==> src/rtl/uart_pkg.sv <==
// -----------------------------------------------------------------------------
// uart_pkg
// Shared types and constants for the UART transmit-side blocks.
//   sched_state_t    : state encoding of the transmit scheduler FSM
//   UART_BAUD_CYCLES : clock cycles per serial bit
//   UART_FRAME_BITS  : bits per frame (start + 8 data + parity + stop)
//   UART_FRAME_CYCLES: cycles for one complete frame; lower bound for the
//                      scheduler's transmitter watchdog
// -----------------------------------------------------------------------------
package uart_pkg;

    typedef enum logic [1:0] {
        IDLE = 2'd0,
        SEND = 2'd1,
        DONE = 2'd2
    } sched_state_t;

    localparam int UART_BAUD_CYCLES  = 5208;
    localparam int UART_FRAME_BITS   = 11;
    localparam int UART_FRAME_CYCLES = UART_BAUD_CYCLES * UART_FRAME_BITS;

endpackage

==> src/rtl/rr_arbiter.sv <==
// -----------------------------------------------------------------------------
// rr_arbiter
// Combinational round-robin pick. The search starts at i_ptr and wraps modulo
// N; the first asserted request wins.
//   i_req       in  N        : request vector
//   i_ptr       in  clog2(N) : highest-priority index for this pick
//   o_grant_oh  out N        : one-hot winner (all zero when no request)
//   o_grant_idx out clog2(N) : winner index (0 when no request)
//   o_any       out 1        : at least one request is asserted
// -----------------------------------------------------------------------------
module rr_arbiter #(
    parameter int N = 4
) (
    input  logic [N-1:0]         i_req,
    input  logic [$clog2(N)-1:0] i_ptr,
    output logic [N-1:0]         o_grant_oh,
    output logic [$clog2(N)-1:0] o_grant_idx,
    output logic                 o_any
);

    localparam int IW = $clog2(N);

    // NOTE: every output gets a default before the search so no path leaves a
    // value unassigned, which would otherwise infer a latch.
    always_comb begin
        o_grant_oh  = '0;
        o_grant_idx = '0;
        o_any       = 1'b0;
        // Walk from the farthest position back to i_ptr so the nearest hit
        // overwrites the others; this needs no early exit from the loop.
        for (int k = N - 1; k >= 0; k--) begin
            if (i_req[(int'(i_ptr) + k) % N]) begin
                o_grant_oh                          = '0;
                o_grant_oh[(int'(i_ptr) + k) % N]   = 1'b1;
                o_grant_idx                         = IW'((int'(i_ptr) + k) % N);
                o_any                               = 1'b1;
            end
        end
    end

endmodule

==> src/rtl/uart_tx_sched.sv <==
// -----------------------------------------------------------------------------
// uart_tx_sched
// Shares one UART transmitter between NUM_REQ byte sources. Grants one source
// at a time in round-robin order, drives the transmitter's Send/Din and walks
// the Send/Sent four-phase handshake. A watchdog flags a transmitter that
// does not finish within TIMEOUT_CYCLES of the grant.
//   clk         in  1           : system clock
//   CPU_RESETN  in  1           : asynchronous active-low reset
//   req_valid   in  NUM_REQ     : source i holds a byte until req_ready[i]
//   req_data    in  8*NUM_REQ   : byte of source i at [8i+7:8i]
//   req_ready   out NUM_REQ     : one-cycle pulse, byte of source i accepted
//   tx_send     out 1           : to tx.Send
//   tx_din      out 8           : to tx.Din, held for the whole transfer
//   tx_sent     in  1           : from tx.Sent
//   busy        out 1           : a transfer is in progress
//   grant_id    out clog2(N)    : current or last granted source
//   timeout_err out 1           : sticky transmitter-timeout flag
//   clear_err   in  1           : synchronous clear of timeout_err
// All outputs come straight from registers.
// -----------------------------------------------------------------------------
module uart_tx_sched
    import uart_pkg::*;
#(
    parameter int NUM_REQ        = 4,
    parameter int TIMEOUT_CYCLES = 65536
) (
    input  logic                       clk,
    input  logic                       CPU_RESETN,
    input  logic [NUM_REQ-1:0]         req_valid,
    input  logic [8*NUM_REQ-1:0]       req_data,
    output logic [NUM_REQ-1:0]         req_ready,
    output logic                       tx_send,
    output logic [7:0]                 tx_din,
    input  logic                       tx_sent,
    output logic                       busy,
    output logic [$clog2(NUM_REQ)-1:0] grant_id,
    output logic                       timeout_err,
    input  logic                       clear_err
);

    localparam int IW = $clog2(NUM_REQ);
    localparam int CW = $clog2(TIMEOUT_CYCLES);

    sched_state_t     r_state;
    sched_state_t     w_state_nxt;
    logic [IW-1:0]    r_ptr;
    logic [7:0]       r_din;
    logic [IW-1:0]    r_grant;
    logic [NUM_REQ-1:0] r_ready;
    logic             r_send;
    logic             r_busy;
    logic             r_err;
    logic [CW-1:0]    r_cnt;

    logic [NUM_REQ-1:0] w_win_oh;
    logic [IW-1:0]    w_win_idx;
    logic             w_any;
    logic             w_grant_now;
    logic             w_timeout;
    logic             w_cnt_last;

    rr_arbiter #(.N(NUM_REQ)) u_arb (
        .i_req       (req_valid),
        .i_ptr       (r_ptr),
        .o_grant_oh  (w_win_oh),
        .o_grant_idx (w_win_idx),
        .o_any       (w_any)
    );

    // The counter reads k-1 in the k-th cycle after the grant. Firing one
    // count early makes the error flag visible exactly TIMEOUT_CYCLES cycles
    // after the grant decision, as the counter would reach TIMEOUT_CYCLES-1.
    assign w_cnt_last = (r_cnt == CW'(TIMEOUT_CYCLES - 2));

    always_comb begin
        w_state_nxt = r_state;
        w_grant_now = 1'b0;
        w_timeout   = 1'b0;
        unique case (r_state)
            IDLE: begin
                if (w_any) begin
                    w_state_nxt = SEND;
                    w_grant_now = 1'b1;
                end
            end
            SEND: begin
                if (w_cnt_last) begin
                    w_state_nxt = IDLE;
                    w_timeout   = 1'b1;
                end else if (tx_sent) begin
                    w_state_nxt = DONE;
                end
            end
            DONE: begin
                if (w_cnt_last) begin
                    w_state_nxt = IDLE;
                    w_timeout   = 1'b1;
                end else if (!tx_sent) begin
                    w_state_nxt = IDLE;
                end
            end
            default: w_state_nxt = IDLE;
        endcase
    end

    // NOTE: state is updated with non-blocking assignments so every register
    // in this block samples pre-edge values regardless of statement order.
    always_ff @(posedge clk or negedge CPU_RESETN) begin
        if (!CPU_RESETN) begin
            r_state <= IDLE;
            r_ptr   <= '0;
            r_din   <= '0;
            r_grant <= '0;
            r_ready <= '0;
            r_send  <= 1'b0;
            r_busy  <= 1'b0;
            r_err   <= 1'b0;
            r_cnt   <= '0;
        end else begin
            r_state <= w_state_nxt;
            r_send  <= (w_state_nxt == SEND);
            r_busy  <= (w_state_nxt != IDLE);
            r_ready <= w_grant_now ? w_win_oh : '0;

            if (w_grant_now) begin
                r_din   <= req_data[{w_win_idx, 3'b000} +: 8];
                r_grant <= w_win_idx;
                r_ptr   <= (w_win_idx == IW'(NUM_REQ - 1)) ? '0 : w_win_idx + 1'b1;
                r_cnt   <= '0;
            end else if (r_state != IDLE) begin
                r_cnt   <= r_cnt + 1'b1;
            end

            // A timeout in the same cycle as clear_err leaves the flag set.
            if (w_timeout) begin
                r_err <= 1'b1;
            end else if (clear_err) begin
                r_err <= 1'b0;
            end
        end
    end

    assign req_ready   = r_ready;
    assign tx_send     = r_send;
    assign tx_din      = r_din;
    assign busy        = r_busy;
    assign grant_id    = r_grant;
    assign timeout_err = r_err;

endmodule

==> config.mk <==
export PLATFORM = sky130hd
export DESIGN_NAME = uart_tx_sched
export DESIGN_NICKNAME = d
export VERILOG_FILES = /design/src/rtl/uart_pkg.sv /design/src/rtl/rr_arbiter.sv /design/src/rtl/uart_tx_sched.sv
export SDC_FILE = /design/constraint.sdc
export NUM_CORES = 1
export LEC_CHECK = 0
export ABC_AREA = 0
export CORE_AREA = 2 2 76 63
export DETAILED_ROUTE_END_ITERATION = 8
export DIE_AREA = 0 0 78 65
export DONT_BUFFER_PORTS = 1
export HOLD_SLACK_MARGIN = 0.15
export MAX_ROUTING_LAYER = met4
export PLACE_DENSITY = 0.75
export SKIP_CTS_REPAIR_TIMING = 1
export SYNTH_ARGS = -nofsm -noshare
export SYNTH_HDL_FRONTEND = slang
export SYNTH_SLANG_ARGS = --single-unit
==> constraint.sdc <==
create_clock -name clk -period 5 [get_ports clk]
set_input_delay 0.75 -clock clk [delete_from_list [all_inputs] [get_ports clk]]
set_output_delay 0.75 -clock clk [all_outputs]
set_load 0.005 [all_outputs]
==> results, run 1 <==
- The flow ran to the end, and the final reports show no timing, DRC or antenna violations.
- The fraction of final layout cells sized beyond drive strength 1 is 0.06950.
- The critical path runs through a total of 7 cells.
- The slowest library cell on the worst path is sky130_fd_sc_hd__dfrtp_1.
- The longest clock path from root to sink contains 2 buffers.
- The final worst slack is 1.440 ns.
- The capture point of the worst path is tx_din[7].
- The detail route stage leaves a number of antenna-violating nets equal to 0.
- The classification of the worst setup path is reg -> reg.
- Of the post-synthesis cell area, the dominant cell type holds 0.3680.
- For this block, the routed nets add up to 5406 um of wire.
- The number of port buffers is 0.
- For this run, the detailed router's first-pass iteration total came to 4.
- The starting utilization of the core area is 0.5713.
- The overall die height is 65 um.
- The initial DRC count is approximately 220.
- The H-tree generated during clock tree synthesis spans 2 levels.
- The post-placement setup slack is around 1.5 ns.
- Clock skew on the completed layout was measured at roughly 0.0042 ns.
- The clock latency at the later pin of the worst-skew pair is 0.29 ns.
- The adder and majority cell fraction of the synthesized area is 0.06962.
- The number of cells on the worst reg-to-reg path is 7.
- The maximum vdd ir drop is ~0.49 mV.
- Measured against its own limit, the worst slew margin works out to 0.5011.
- The total global routing overflow is 0.
- The most numerous cell in the Yosys netlist is sky130_fd_sc_hd__dfrtp_1.
- The accumulated negative setup slack is 0 ns.
- After layout, the design draws a total of 1.630 mW.
- Dividing the detail-routed via count by the number of cells gives 6.329.
- The number of clock sinks is 37.
- The multiplexer area fraction after synthesis is 0.07708.
- The total die area is 5070 um^2.
- The leakage power summed over all cells is around 1.2 nW.
- The delay of the slowest cell on the worst path is 0.75 ns.
- The area share of xor/xnor cells in the synthesized design is 0.01044.
- Each instance of the synthesized netlist takes up on average about 9.4 um^2.
- The number of buffers created by CTS is 5.
- The worst hold path class is in -> async.
- The critical path goes through inv_1 > ha_1 > mux4_2 > a31oi_4 > a21o_1 > a2111oi_0 > o31ai_1.
- The share of async-settable or async-resettable flops after synthesis is 1.000.
- The number of endpoints failing setup at the final stage is 0.
- The most used flip-flop cell after synthesis is sky130_fd_sc_hd__dfrtp_1.
- In this run the count of I/O pins placed on the die edge is 57.
- The register area share after synthesis is 0.3680.
- The number of pins exceeding their max-slew limit in the final report came to 0.
- For this run, the number of Yosys warnings is 0.
- The synthesized-area fraction occupied by ao, oa, aoi and oai cells is 0.2456.
- The number of nets in the layout is approximately 310.
- The combined global-route utilization of all metal layers is 0.2307.
- The number of synthesized flops with an enable pin is 0.
- The part of the cycle the worst path needs is 0.7119.
- The basic-gate share of the synthesized area counting and, or, nand and nor cells is 0.1432.
- The die is 78 um wide.
- The via count of the first global-routing pass is around 2,000.
- The total area inside the core boundary comes to 4404 um^2.
- The launch point of the worst reg-to-reg path is r_ptr[0].
- Data arrives at the worst endpoint at roughly 3.8 ns.
- The half-perimeter wire length after detailed placement is 3638 um.
- The total count of hold-check failures in the final report was 0.
- After detailed routing, the number of remaining DRC violations is 0.
- The first global-routing pass estimated 9128 um of wire.
- The maximum clock frequency is 0.2809 GHz.
- The count of inserted antenna diode cells is 0.
- The synthesized net count is around 320.
- The actual transition at the worst max-transition pin is about 0.75 ns.
- The number of vias in the routed layout is 2,019.
- The distinct cell type count after synthesis is 45.
- The buffer and inverter count on the worst path is 1.
- The number of maximum-capacitance violations is 0.
- By area the synthesized netlist is led by sky130_fd_sc_hd__dfrtp_1 37%, sky130_fd_sc_hd__ha_1 7.0%, sky130_fd_sc_hd__a211oi_1 4.8%.
- The total power divided by cell area is 620.5 nW/um^2.
- The end of the worst register-to-register path is tx_din[7].
- The placed instance count is 310.
- After clock tree synthesis, the clock-pin slew on the worst setup and hold paths is 0.08 ns.
- The pin count of the biggest net entering global routing is 41.
- The routability congestion estimate from global placement is 0.7911.
- The number of rows created at floorplan is 22.
- The finished layout holds 319 standard cells, fillers aside.
- The setup check on the worst reg-to-reg path leaves a slack of about 1.4 ns.
- The synthesized flop and latch total is 37.
- The number of instances in the synthesized netlist is about 270.
- The most critical setup path has its startpoint at r_ptr[0].
- The area growth from synthesis to layout is 4.376%.
- The top cell type by total area after synthesis is sky130_fd_sc_hd__dfrtp_1.
- The TritonCTS clock tree is built.
- The initial antenna violation count is 0.
- Along the worst path, the maximum fanout reaches 19.
- The clock tree root driver cell is sky130_fd_sc_hd__clkbuf_8.
- Ranked by instance count, the synthesized netlist is headed by 37 x sky130_fd_sc_hd__dfrtp_1, 29 x sky130_fd_sc_hd__nand2_1, 25 x sky130_fd_sc_hd__inv_1.
- The combinational family with the most area after synthesis is compound AO/OA/AOI/OAI gates.
- Data on the critical path is required at its endpoint by 5.19 ns.
- The final routed wire length divided by cell count is roughly 17 um.
- Setup repair after global routing left no endpoint under its margin.
- The cell type group with the largest total delay on the critical path is compound AO/OA/AOI/OAI gates.
- STA classifies the critical path startpoint as a flip-flop.
- The worst setup path is captured at a flip-flop.
- The time the final worst path needs with I/O delays and setup is 3.560 ns.
- The synthesized cell area is roughly 2500 um^2.
where the power goes:
group / internal [mW] / total [mW] / switching, mW
clock: 0.163 / 0.270 / 0.107
combinational: 0.338 / 0.861 / 0.523
sequential: 0.393 / 0.499 / 0.106
layout by cell type, fill, tap and decap left out, types with 6 or more instances in the layout:
master	instances
sky130_fd_sc_hd__clkbuf_8	6
sky130_fd_sc_hd__a211oi_1	16
sky130_fd_sc_hd__inv_1	25
sky130_fd_sc_hd__dfrtp_1	37
sky130_fd_sc_hd__a21oi_1	6
sky130_fd_sc_hd__nand2_1	29
sky130_fd_sc_hd__mux2i_1	10
sky130_fd_sc_hd__o21ai_0	13
sky130_fd_sc_hd__o31ai_1	12
sky130_fd_sc_hd__nor2_1	6
sky130_fd_sc_hd__a2111oi_0	8
sky130_fd_sc_hd__ha_1	14
sky130_fd_sc_hd__nand3_1	10
sky130_fd_sc_hd__a221oi_1	12
sky130_fd_sc_hd__and3_1	6
worst min path at each step:
stage	cells after the start	endpoint	slack (ns)	from
after floorplan	1	r_cnt[9]	0.44	r_cnt[9]
after global placement	0	r_cnt[12]	0.46	CPU_RESETN
after detailed placement	0	r_cnt[12]	0.46	CPU_RESETN
after CTS	0	r_cnt[12]	0.14	CPU_RESETN
after global routing	1	tx_din[4]	0.31	CPU_RESETN
final	1	r_cnt[8]	0.30	CPU_RESETN
flip-flops by register name (all words and copies together) (netlist names):
register / count
busy: 1
r_cnt: 16
tx_send: 1
req_ready: 4
grant_id: 2
r_ptr: 2
timeout_err: 1
r_state: 2
tx_din: 8
cell type report:
type	instances	area, um^2
Tap cell	60	75.07
Multi-Input combinational cell	187	1388
Inverter	25	93.84
Fill cell	401	1778
Timing Repair Buffer	2	27.53
Clock inverter	1	30.03
Sequential cell	37	925.9
Clock buffer	7	86.33
metrics by stage:
stage                     utilization  hold WS [ns]  area (um^2)
after floorplan                     -        0.4380         2516
after global placement         0.5653        0.4550         2490
after detailed placement       0.5653        0.4555         2490
after CTS                      0.5918        0.1411         2606
after global routing           0.5963        0.3059         2626
final                          0.5963        0.3005         2626
routing by layer:
| metal | up-vias | track usage | wire (um) |
|---|---|---|---|
| met3 | 5 | 0.05571 | 269 |
| met5 | - | - | 0 |
| met4 | 0 | 0.06360 | 36 |
| li1 | 977 | - | - |
| met1 | 984 | 0.3226 | 2652 |
| met2 | 53 | 0.3373 | 2448 |
cell families after synthesis:
logic type      Yosys count
compound gates           84
simple gates             71
mux                      15
flops                    37
fa+ha+maj                14
xor+xnor                  3
buf+inv                  43
No activity file was read; power rests on OpenSTA's default activity.
==> run 2, diff against run 1 <==
Clock period 5 ns to 3.6 ns, I/O delays scaled along.
==> run 2 against run 1 <==
Against the previous run:
- wire length increased by 0.28%
- power increased by 36%
- sequential cell count is the same
- register-to-register slack worse by 0.82 ns
- critical path type unchanged
- critical endpoint is now tx_din[2]
- largest cell class unchanged
==> results, run 2 (synthesis gave the netlist of run 1 again) <==
- The flow ran to the end, and the final reports show no timing, DRC or antenna violations.
- Setup violations remaining at the end of the flow were counted as 0.
- The first-pass detailed-route iteration total is 4.
- In this run the deepest clock path goes through 2 buffers.
- The routability congestion estimate from global placement is 0.8610.
- The data arrival time at the worst-slack endpoint is ~3.2 ns.
- The count of buffers added on input and output ports is 0.
- The number of clock sinks is 37.
- The overall die height is 65 um.
- Setup slack on the worst reg-to-reg path comes out at 0.62 ns.
- Of all nets on the critical path, the largest fanout is 17.
- The die width is approximately 80 um.
- The relative area change from synthesis to final layout is 4.475%.
- The first routing iteration left 146 violations.
- The number of nets in the layout is 316.
- The number of rows created at floorplan is 22.
- CTS built an H-tree with a depth of 2.
- Once detailed placement completed, the half-perimeter wirelength came to 3755 um.
- After clock tree synthesis, the clock-pin slew on the worst setup and hold paths is approximately 0.080 ns.
- The clock latency at the later pin of the worst-skew pair is around 0.30 ns.
- Among all stages on the critical path, the largest delay is contributed by sky130_fd_sc_hd__a21oi_1.
- The initial antenna violation count is 0.
- 0 antenna diodes ended up in the layout.
- After detailed routing, the average wire length per cell comes to 16.78 um.
- The accumulated negative setup slack is 0 ns.
- The routed design has 5421 um of wire.
- In the routed layout, each cell is associated on average with a via count of 6.313.
- The floorplan step defined a core boundary enclosing 4404 um^2.
- Traced cell by cell, the critical path runs through buf_4 > inv_1 > ha_1 > mux4_2 > nand2b_4 > a21oi_1 > a2111oi_0 > o31ai_1.
- The clock skew after layout is 0.001918 ns.
- The total count of hold-check failures in the final report was 0.
- The final cell count without fillers is 323.
- The actual transition at the worst max-transition pin is 0.7107 ns.
- The worst hold path class is in -> reg.
- The number of pins exceeding their max-slew limit in the final report is 0.
- Derived from the worst setup path, the maximum achievable clock frequency is approximately 0.34 GHz.
- Dividing total power by cell area gives a power density of 842.4 nW/um^2.
- The tool flagged a number of max-cap violations equal to 0.
- The element type at the critical path end is a flip-flop.
- The via count of the first global-routing pass is 1,822.
- The final standard cell utilization of the core is 0.5969.
- The register ranked first by flip-flop count is r_cnt.
- The final-layout fill cell count is 383.
- The pin count of the biggest net entering global routing is 38.
- The category of the worst setup path launch point is a flip-flop.
- The top cell types in the final layout, fill and taps aside, are 37 x sky130_fd_sc_hd__dfrtp_1, 29 x sky130_fd_sc_hd__nand2_1, 25 x sky130_fd_sc_hd__inv_1, 16 x sky130_fd_sc_hd__a211oi_1, 14 x sky130_fd_sc_hd__ha_1.
- The classification of the worst setup path is reg -> reg.
- The post-detailed-route count of antenna-violating nets is 0.
- Across every metal layer, demand over resource in global routing totals 0.2239.
- In this design, the stage delay of the slowest critical-path cell is 0.59 ns.
- The total global routing overflow is 0.
- At the placement stage, the worst setup path has a slack of between 0.6 and 0.7 ns.
- In this design, the largest share of critical-path delay is due to compound AO/OA/AOI/OAI gates.
- The headroom to the max-slew limit is 0.5262.
- The power consumption is 2.214 mW.
- The maximum vdd ir drop is ~0.64 mV.
- The leading cell type in the layout, fill and taps excluded is sky130_fd_sc_hd__dfrtp_1.
- The flip-flop count of the largest register, all copies and words added is 16.
- Including well taps, the total number of placed cells is roughly 310.
- The clock tree root driver cell is sky130_fd_sc_hd__clkbuf_8.
- Of the available clock period, the critical path in the final layout requires 0.8274.
- The global-route wire length before repair is 8742 um.
- The number of buffers and inverters on the critical path is 2.
- Setup repair after global routing left no endpoint under its margin.
- For the worst setup path, the data required time is 3.80 ns.
- The number of vias in the routed layout is 2,039.
- The number of remaining DRC errors is 0.
- For this configuration, the core starts out at a cell density of 0.5713.
- TritonCTS built the clock tree.
- Counting I/O delays and the setup requirement, the final critical path takes 2.979 ns.
- The leakage power summed over all cells is 1.185 nW.
- The die covers approximately 5000 um^2.
- The final worst slack is 0.6214 ns.
- The I/O pin count is 57.
- In this run, CTS created clock tree buffers numbering 5.
- Registers take slightly above 900 um^2.
- The fraction of final layout cells sized beyond drive strength 1 is 0.08365.
- The area occupied by multi-input gates is 1388 um^2.
run 2: cell types whose count changed in the layout (fill, tap and decap cells not counted), sizes merged:
cell         before  now
clkinv            0    2
clkinvlp          0    1
dlygate4sd3       0    1
bufinv            1    0
clkbuf            7    5
buf               2    5
run 2: worst reg2reg max path, stage by stage, from the launching register on:
cell and delay [ns]:
sky130_fd_sc_hd__dfrtp_1 0.33, sky130_fd_sc_hd__buf_4 0.23, sky130_fd_sc_hd__inv_1 0.16, sky130_fd_sc_hd__ha_1 0.39, sky130_fd_sc_hd__mux4_2 0.58, sky130_fd_sc_hd__nand2b_4 0.20
sky130_fd_sc_hd__a21oi_1 0.59, sky130_fd_sc_hd__a2111oi_0 0.16, sky130_fd_sc_hd__o31ai_1 0.25
run 2: cell type report:
cell class / instances / area share
Timing Repair Buffer: 6 / 0.02285
Inverter: 25 / 0.03570
Multi-Input combinational cell: 187 / 0.5278
Tap cell: 60 / 0.02856
Sequential cell: 37 / 0.3522
Clock buffer: 5 / 0.02618
Clock inverter: 3 / 0.006663
run 2: per-stage QoR:
step / area (um^2) / hold WS [ns]
floorplan: 2516 / 0.2444
global placement: 2512 / 0.2458
detailed placement: 2512 / 0.2461
CTS: 2599 / -0.08328
global route: 2629 / 0.3463
finish: 2629 / 0.3374
run 2: path summary, 6_finish.rpt:
kind | start | to | cells after the start
worst min register to register | r_cnt[9] | r_cnt[9] | 1
worst min-delay path | clear_err | timeout_err | 1
worst max-delay path | r_ptr[0] | tx_din[2] | 8
worst max register to register | r_ptr[0] | tx_din[2] | 8
max in group asynchronous | CPU_RESETN | tx_din[3] | 2
min in group asynchronous | CPU_RESETN | req_ready[0] | 2
run 2: metal layers:
layer	wire [um]	GRT usage	up-vias
li1	-	-	984
met3	304	0.06825	4
met2	2401	0.3071	57
met4	22	0.05482	0
met5	0	-	-
met1	2692	0.3238	994
run 2: where the power goes:
part / internal, mW / switching [mW] / total (mW)
registers: 0.546 / 0.0956 / 0.642
logic: 0.489 / 0.789 / 1.28
clock network: 0.134 / 0.161 / 0.294
==> run 3, diff against run 2 <==
Clock period 3.6 ns to 2.96 ns, I/O delays scaled along.
==> run 3 against run 2 <==
Against the previous run:
- global-route usage is essentially flat
- first-iteration DRC count shrank 40%
- design area grew 0.67%
- sequential power grew 21%
- non-clock buffer count grew 3
- worst hold slack lost 0.089 ns
- clock-buffer cell count is the same
- final cell count grew 0.31%
- fmax grew 9.2%
- critical path depth shrank 1
- sequential share of layout area shrank 0.23 points
- critical endpoint is now tx_din[1]
- largest cell class unchanged
==> results, run 3 (synthesis gave the netlist of run 1 again) <==
- Of the available clock period, the critical path in the final layout requires 0.9214.
- The accumulated negative setup slack is 0 ns.
- The worst reg2reg path depth is 7.
- The initial DRC count is between 80 and 90.
- The I/O pin count is 57.
- The final-layout fill cell count is between 300 and 400.
- Setup repair after global routing left no endpoint under its margin.
- The worst setup path is captured at a flip-flop.
- The region available for standard cell placement spans 4404 um^2.
- The number of buffers created by CTS is 5.
- The total global routing overflow is 0.
- The via count of the first global-routing pass is 1,847.
- The library cell used most frequently in the layout, excluding fill and tap cells, is sky130_fd_sc_hd__dfrtp_1.
- The routability congestion estimate from global placement is roughly 0.85.
- The clock passes through at most 2 buffers.
- The total power divided by cell area is 1015 nW/um^2.
- The overall die height is roughly 65 um.
- The cell area after layout is 2646 um^2.
- In the routed design, unresolved DRC markers number 0.
- The number of endpoints failing setup at the final stage is 0.
- Buffers placed on the I/O ports in this run total 0.
- The first global-routing pass estimated 8694 um of wire.
- The cell type group with the largest total delay on the critical path is compound AO/OA/AOI/OAI gates.
- The launch point of the worst reg-to-reg path is r_ptr[0].
- After detailed routing, the total wire length is 5244 um.
- The run finished with clean final reports.
- For this run, the post-layout net count is ~320.
- The actual transition at the worst max-transition pin is 0.7313 ns.
- The fraction of final layout cells sized beyond drive strength 1 is 0.08712.
- The repair_antennas step left the layout with diodes totalling 0.
- The flip-flop count of the largest register, all copies and words added is 16.
- The number of maximum-capacitance violations is 0.
- At the end of the flow the core is filled with cells to 0.6009.
- The post-detailed-route count of antenna-violating nets is 0.
- The placed instances occupy a cell area of 2535 um^2.
- The worst hold path terminates at timeout_err.
- The time the final worst path needs with I/O delays and setup is between 2 and 3 ns.
- The setup check on the worst reg-to-reg path leaves a slack of 0.23 ns.
- On the critical path, the stage with the largest delay is an instance of sky130_fd_sc_hd__a21oi_1.
- Dividing the detail-routed wire length by the instance count gives between 15 and 20 um.
- The headroom to the max-slew limit is 0.5125.
- In this run the horizontal extent of the chip is slightly below 80 um.
- The starting utilization of the core area is 0.5713.
- The number of vias per cell after detailed routing is 6.238.
- The worst hold path startpoint is clear_err.
- The number of pins exceeding their max-slew limit in the final report is 0.
- The worst hold path stage count is 1.
- The buffer and inverter count on the worst path is 1.
- The HPWL after detailed placement is 3663 um.
- In this run the worst hold path is classified as in -> reg.
- The number of vias in the routed layout is 2,021.
- The number of clock sinks is 37.
- The data arrival time at the worst-slack endpoint is 2.92 ns.
- In the layout the commonest cells are 37 x sky130_fd_sc_hd__dfrtp_1, 29 x sky130_fd_sc_hd__nand2_1, 25 x sky130_fd_sc_hd__inv_1, 16 x sky130_fd_sc_hd__a211oi_1, 14 x sky130_fd_sc_hd__ha_1.
- In this run the number of H-tree levels came out at 2.
- Static timing analysis puts the maximum clock frequency at between 0.3 and 0.4 GHz.
- Summing all flip-flop and latch instances after layout gives a little over 900 um^2.
- The leakage power summed over all cells is 1.198 nW.
- At the worst endpoint, the required time is 3.16 ns.
- In the final layout, the multi-input gates occupy 1388 um^2.
- The initial antenna violation count is 0.
- Walking the worst path, the cells encountered are inv_1 > ha_1 > mux4_2 > nand2b_4 > a21oi_1 > a2111oi_0 > o31ai_1.
- Clock-pin slew was measured on the worst setup and hold paths at ~0.07 ns.
- The first-pass detailed-route iteration total is 5.
- The classification of the worst setup path is reg -> reg.
- The category of the worst setup path launch point is a flip-flop.
- The clock latency at the later pin of the worst-skew pair is 0.29 ns.
- For this run, the slowest stage of the critical path takes 0.61 ns.
- The combined global-route utilization of all metal layers is 0.2237.
- The TritonCTS clock tree is built.
- Entering global routing, the biggest net connects 38 pins.
- The total count of hold-check failures in the final report is 0.
- The clock tree root driver cell is sky130_fd_sc_hd__clkbuf_8.
- The total die area is approximately 5100 um^2.
- The maximum vdd ir drop is 0.7332 mV.
- Along the worst path, the maximum fanout reaches 9.
- The clock skew after layout is 0.002920 ns.
- More flip-flops sit in one register than any other, and that register is r_cnt.
- The relative area change from synthesis to final layout is 5.172%.
- The number of rows created at floorplan is 22.
- The end of the worst register-to-register path is tx_din[1].
## run 3: cell count changes in the layout (fill, tap and decap cells not counted)
cell,before,now
sky130_fd_sc_hd__buf_4,4,7
sky130_fd_sc_hd__buf_12,1,0
sky130_fd_sc_hd__buf_16,0,1
sky130_fd_sc_hd__clkinv_2,2,1
sky130_fd_sc_hd__clkinvlp_4,1,0
## run 3: worst max-delay path by stage
stage / startpoint / endpoint / slack (ns) / cells after the start
4_1_cts: r_ptr[0] / tx_din[1] / 0.25 / 7
3_5_place_dp: r_ptr[0] / tx_din[5] / 0.32 / 7
6_report: r_ptr[0] / tx_din[1] / 0.23 / 7
2_1_floorplan: r_ptr[0] / tx_din[5] / 0.27 / 9
5_1_grt: r_ptr[0] / tx_din[3] / 0.08 / 7
3_3_place_gp: r_ptr[0] / tx_din[6] / 0.40 / 7
## run 3: power breakdown
part	internal (mW)	leakage, nW	switching (mW)	total [mW]
clock network	0.155	0.0399	0.175	0.330
logic	0.626	0.676	0.949	1.58
registers	0.665	0.482	0.115	0.780
## run 3: metrics by stage
stage	hold slack, ns	setup slack (ns)	cells	power (mW)
floorplan	0.1484	0.2697	267	2.110
global placement	0.1497	0.3960	316	2.299
detailed placement	0.1499	0.3174	316	2.330
CTS	-0.1651	0.2543	322	2.663
global route	0.2486	0.07581	324	2.923
finish	0.2486	0.2326	324	2.685
## run 3: layout make-up
| class | instances | share of cell area |
|---|---|---|
| repair buffers | 9 | 0.03404 |
| multi-input cells | 187 | 0.5243 |
| clock buffers | 5 | 0.02600 |
| inverters | 25 | 0.03546 |
| clock inverters | 1 | 0.001891 |
| flip-flops and latches | 37 | 0.3499 |
| well taps | 60 | 0.02837 |
## run 3: routing by layer
layer | track usage | up-vias | wire (um)
li1 | - | 999 | -
met3 | 0.05432 | 7 | 263
met2 | 0.3136 | 52 | 2224
met4 | 0.07675 | 0 | 69
met1 | 0.3181 | 963 | 2687
met5 | - | - | 0
